### config.mk
export PLATFORM = sky130hd
export DESIGN_NAME = instruction_fetch_unit
export DESIGN_NICKNAME = d
export VERILOG_FILES = /design/src/rtl/riscv_fetch_pkg.sv /design/src/rtl/fetch_fifo.sv /design/src/rtl/instruction_fetch_unit.sv
export SDC_FILE = /design/constraint.sdc
export NUM_CORES = 1
export LEC_CHECK = 0
export CAP_MARGIN = 15
export CELL_PAD_IN_SITES_DETAIL_PLACEMENT = 0
export CELL_PAD_IN_SITES_GLOBAL_PLACEMENT = 2
export CORE_AREA = 2 2 150 152
export DETAILED_ROUTE_END_ITERATION = 6
export DIE_AREA = 0 0 152 154
export GPL_ROUTABILITY_DRIVEN = 0
export PLACE_DENSITY_LB_ADDON = 0.05
export SYNTH_ARGS = -nofsm -noshare
export SYNTH_HDL_FRONTEND = slang
export SYNTH_SLANG_ARGS = --single-unit
### constraint.sdc
create_clock -name clk -period 8.2 [get_ports clk]
set_input_delay 1.64 -clock clk [delete_from_list [all_inputs] [get_ports clk]]
set_output_delay 1.64 -clock clk [all_outputs]
set_load 0.02 [all_outputs]
### src/rtl/riscv_fetch_pkg.sv
// riscv_fetch_pkg: shared constants and the fetch entry type for the fetch unit
package riscv_fetch_pkg;
    localparam int XLEN = 32;
    localparam int INSTR_BYTES = 4;
    localparam logic [XLEN-1:0] DEFAULT_RESET_PC = 32'h0000_0000;
    localparam logic [XLEN-1:0] NOP_INSTR = 32'h0000_0013;

    typedef struct packed {
        logic [XLEN-1:0] pc;
        logic [XLEN-1:0] instr;
    } fetch_entry_t;
endpackage

### src/rtl/fetch_fifo.sv
// fetch_fifo: small synchronous FIFO of fetch entries with flush and occupancy count
module fetch_fifo
    import riscv_fetch_pkg::*;
#(
    parameter int DEPTH   = 2,
    parameter int LEVEL_W = $clog2(DEPTH + 1)
) (
    input  logic               clk,
    input  logic               reset,
    input  logic               flush,
    input  logic               push,
    input  logic               pop,
    input  fetch_entry_t       wdata,
    output fetch_entry_t       rdata,
    output logic               full,
    output logic               empty,
    output logic [LEVEL_W-1:0] level
);
    localparam int PTR_W = $clog2(DEPTH);

    fetch_entry_t       mem_q [DEPTH];
    logic [PTR_W-1:0]   wr_q, wr_d, rd_q, rd_d;
    logic [LEVEL_W-1:0] count_q, count_d;

    assign rdata = mem_q[rd_q];
    assign full  = count_q == LEVEL_W'(DEPTH);
    assign empty = count_q == '0;
    assign level = count_q;

    // pointers wrap naturally; the count alone decides full/empty
    always_comb begin
        wr_d    = push ? wr_q + PTR_W'(1) : wr_q;
        rd_d    = pop ? rd_q + PTR_W'(1) : rd_q;
        count_d = count_q + LEVEL_W'(push) - LEVEL_W'(pop);
    end

    // pointer/count state, cleared by reset or flush
    always_ff @(posedge clk) begin
        if (reset || flush) begin
            wr_q    <= '0;
            rd_q    <= '0;
            count_q <= '0;
        end else begin
            wr_q    <= wr_d;
            rd_q    <= rd_d;
            count_q <= count_d;
        end
    end

    // storage needs no reset: empty entries are never presented
    always_ff @(posedge clk) begin
        if (push && !flush && !reset) mem_q[wr_q] <= wdata;
    end
endmodule

### src/rtl/instruction_fetch_unit.sv
// instruction_fetch_unit: PC owner, imem fetch, prefetch FIFO and redirect handling
module instruction_fetch_unit
    import riscv_fetch_pkg::*;
#(
    parameter logic [31:0] RESET_PC   = DEFAULT_RESET_PC,
    parameter int          FIFO_DEPTH = 2,
    parameter int          LEVEL_W    = $clog2(FIFO_DEPTH + 1)
) (
    input  logic               clk,
    input  logic               reset,
    output logic [31:0]        imem_addr,
    input  logic [31:0]        imem_rdata,
    input  logic               redirect_valid,
    input  logic [31:0]        redirect_pc,
    output logic               out_valid,
    input  logic               out_ready,
    output logic [31:0]        out_instr,
    output logic [31:0]        out_pc,
    output logic [LEVEL_W-1:0] fifo_level,
    output logic               misalign_err
);
    logic [31:0]  pc_q, pc_d;
    logic         misalign_q, misalign_d;
    logic         push, pop, full, empty;
    fetch_entry_t head, wr_entry;

    assign imem_addr    = pc_q;
    assign out_valid    = !empty && !redirect_valid;
    assign pop          = out_valid && out_ready;
    assign push         = !redirect_valid && (!full || pop);
    assign wr_entry     = '{pc: pc_q, instr: imem_rdata};
    assign out_pc       = empty ? '0 : head.pc;
    assign out_instr    = empty ? '0 : head.instr;
    assign misalign_err = misalign_q;

    // redirect wins over sequential advance; pc only moves when a word is stored
    always_comb begin
        pc_d       = redirect_valid ? {redirect_pc[31:2], 2'b00} : push ? pc_q + 32'(INSTR_BYTES) : pc_q;
        misalign_d = redirect_valid && (redirect_pc[1:0] != 2'b00);
    end

    // pc and misalign flag registers
    always_ff @(posedge clk) begin
        if (reset) begin
            pc_q       <= RESET_PC;
            misalign_q <= 1'b0;
        end else begin
            pc_q       <= pc_d;
            misalign_q <= misalign_d;
        end
    end

    fetch_fifo #(.DEPTH(FIFO_DEPTH), .LEVEL_W(LEVEL_W)) u_fifo (
        .clk   (clk),
        .reset (reset),
        .flush (redirect_valid),
        .push  (push),
        .pop   (pop),
        .wdata (wr_entry),
        .rdata (head),
        .full  (full),
        .empty (empty),
        .level (fifo_level)
    );
endmodule

==> metrics <==
CTS tree=built; grt total ovfl=0; nets=771; Final min period=4.80 ns; Slew Limit Fails=0; Antenna Nets Post-Route=0; clk_lat worst skew=0.42 ns; Final Skew=0.0126 ns; yosys warns=0; Reg power frac=47.3%; CP Max Fanout=38; CTS root buf=clkbuf_16; hold depth=2; Pwr Density=213 mW/mm^2; combinational share of power=10.9%; fraction of layout cells with a size suffix above 1=6.59%; Tcrit/Tclk final=58.5%; die width=152 um; Rows=54; largest net degree at the start of global routing=63; Initial Utilization=31.7%; I/O pin count=168; post-synth cell types=54; part of the power in the clock network=41.8%; Post-CTS Hold Fix Bufs=0; Worst setup EP type=output pin; crit path launch type=primary input; DIE HEIGHT=154 um; core area=0.0217 mm^2; 1st-iter DRT viols=271; crit path cell chain=clkdlybuf4s50_1 > buf_4 > nor2_1 > clkdlybuf4s50_1; max-cap violation count=0; Worst EP required=6.56 ns; Die ar.=0.0234 mm^2; switching part of the total=24.6%; relative slew slack=24.4%; slowest stage delay, CP=0.58 ns; Arr. time, crit path=3.16 ns; Seq/Total Area, Yosys=64.7%; area grow syn2layout=36.3%; vias per inst=4.88; # setup viols final=0; status=completed; clock sink total=160; flops & latches, synth=160; Main synth FF type=edfxtp_1; WL final=17900 um; CTS buffer count=17; final core occ=43.2%; drt first pass iters=4; Max rail drop VDD=0.137 mV; Post-synth EDFFs=124; Worst-Margin Slew=1.13 ns; Synth top area share=54.2%; startpoint of the worst hold path=u_fifo.rd_q; Area contributors post-synth=edfxtp_1, dfxtp_1, mux2i_1; Min-Delay Path Class=reg2reg; Syn Std Cell Area=0.00687 mm^2; Worst Reg2Reg Path Length in Cells=9; port bufs=163; unrepaired setup endpoints after global routing=false; number of diodes=0; switching power=0.492 mW; Most common cell on crit path=clkdlybuf4s50_1; Post-synth ARST share=0%; Slowest cell on crit path=clkdlybuf4s50_1; post-synth top area cell=edfxtp_1; Final Hold Viols=0; Critical Path Start=redirect_valid; H-tree depth=4; syn_area_per_cell=12.6 um^2; Gate Count Post-Synth=546; initial antenna violation count=0; # fillers=2040; vias in the first global route=5019; via count=4848; Worst-path clk slew=0.06 ns; Fin Setup TNS=0 ns; P_int=1.50 mW; # Post-CTS Setup Buffers=0; Avg WL per Cell=18.0 um; dpl hpwl=11400 um; critical path class=in2out; Resized cells post-CTS=0; Pleak=2.99 nW; first-pass GRT wire length=27900 um; CTS max path bufs=2; total track usage=15.2%; origin of the critical flop-to-flop path=u_fifo.level[0]; Peak Freq=209 MHz; number of remaining DRC errors=0
per-layer routing:
metal / share of wire [%] / routed length [um] / global-route usage [%] / vias up
met1: 44 / 7870 / 18.8 / 2353
met3: 4.0 / 719 / 3.47 / 15
met2: 51 / 9070 / 26.4 / 121
met5: 0 / 0 / 0 / -
met4: 1.2 / 223 / 5.21 / 0
li1: - / - / - / 2359
worst paths after layout:
check / endpoint / slack (ns)
setup / recovery: out_valid / 3.40
hold reg to reg: flop / 0.52
setup reg to reg: u_fifo.level[1] / 5.53
hold / removal: flop / 0.52
kinds of logic after synthesis:
logic type,Yosys count,share of synthesized area (%)
other,1,0.0546
XOR/XNOR,9,1.15
adder cells (fa/ha/maj),3,0.546
multiplexers,62,9.03
buffers and inverters,44,2.99
flip-flops,160,64.7
AO/OA/AOI/OAI,68,7.55
AND/OR/NAND/NOR,199,14.0
synthesized netlist by cell type, types with 2 or more instances:
cell type	n
a32oi_1	4
o211ai_1	3
edfxtp_1	124
buf_2	11
xor2_1	3
nand4b_1	3
a21o_1	2
inv_1	7
a2111oi_1	2
buf_1	2
clkbuf_1	17
or3_1	5
o31ai_1	8
a22oi_1	2
nor2b_1	5
dfxtp_1	36
mux2i_1	62
a2111oi_0	2
nor2_1	97
nor3b_1	6
and4_1	4
nand3_1	16
o21ai_0	5
o21a_1	2
buf_4	5
ha_1	3
nand2b_1	2
nand2_1	22
nand4_1	9
a21oi_1	7
o311ai_0	3
and3_1	4
a311oi_1	9
xnor2_1	6
nor3_1	11
or4_1	6
a211oi_1	13
nor4_1	2
cell usage in the layout (no fill, tap or decap), types with 5 or more instances in the layout:
cell             count
nor2_1              96
or4_1                6
nor3b_1              5
clkdlybuf4s50_1    163
dfxtp_1             35
o31ai_1              8
xnor2_1              6
nor3_1              10
buf_4                5
clkbuf_16           17
nand4_1              9
inv_6                6
or3_1                5
nand2_1             22
a21oi_1              7
nor2b_1              5
nand3_1             16
o21ai_0              5
inv_1                7
a211oi_1            13
mux2i_1             62
edfxtp_1           124
a311oi_1             9
sequential cells by signal (all words and copies together), names as in the netlist, named ones only:
| signal | count |
|---|---|
| misalign_err | 1 |
| imem_addr | 30 |
| u_fifo.level | 2 |
| u_fifo.mem_q | 124 |
| u_fifo.wr_q | 1 |
| u_fifo.rd_q | 1 |
power groups by stage:
stage / Sequential (mW) / Combinational (mW) / Clock [mW]
floorplan: 0.967 / 0.0954 / 0
global placement: 0.961 / 0.219 / 0
detailed placement: 0.963 / 0.222 / 0
CTS: 0.945 / 0.223 / 0.855
global route: 0.949 / 0.236 / 0.892
finish: 0.945 / 0.218 / 0.834
through the flow:
step / hold slack (ns) / power [mW] / std cells / instance area [um^2] / setup slack, ns
2_1_floorplan: 0.481 / 1.06 / 549 / 6890 / 0.786
3_3_place_gp: 0.497 / 1.18 / 961 / 8750 / 3.38
3_5_place_dp: 0.495 / 1.18 / 961 / 8750 / 3.38
4_1_cts: 0.519 / 2.02 / 993 / 9370 / 3.38
5_1_grt: 0.550 / 2.08 / 993 / 9370 / 3.32
6_report: 0.519 / 2.00 / 993 / 9370 / 3.40
layout make-up:
type | instances | area, um^2 | area share [%]
tap | 280 | 350 | 3.74
timing repair buffer | 168 | 1670 | 17.8
clock inverter | 15 | 191 | 2.04
sequential | 160 | 4450 | 47.5
inverter | 8 | 30.0 | 0.321
clock buffer | 17 | 425 | 4.54
multi-input combinational | 345 | 2250 | 24.1
critical path, delay by kind of cell:
kind,cells,cell delay (ns)
buf+inv,3,1.40
simple gates,1,0.10
(Power assumes the default switching activity.)
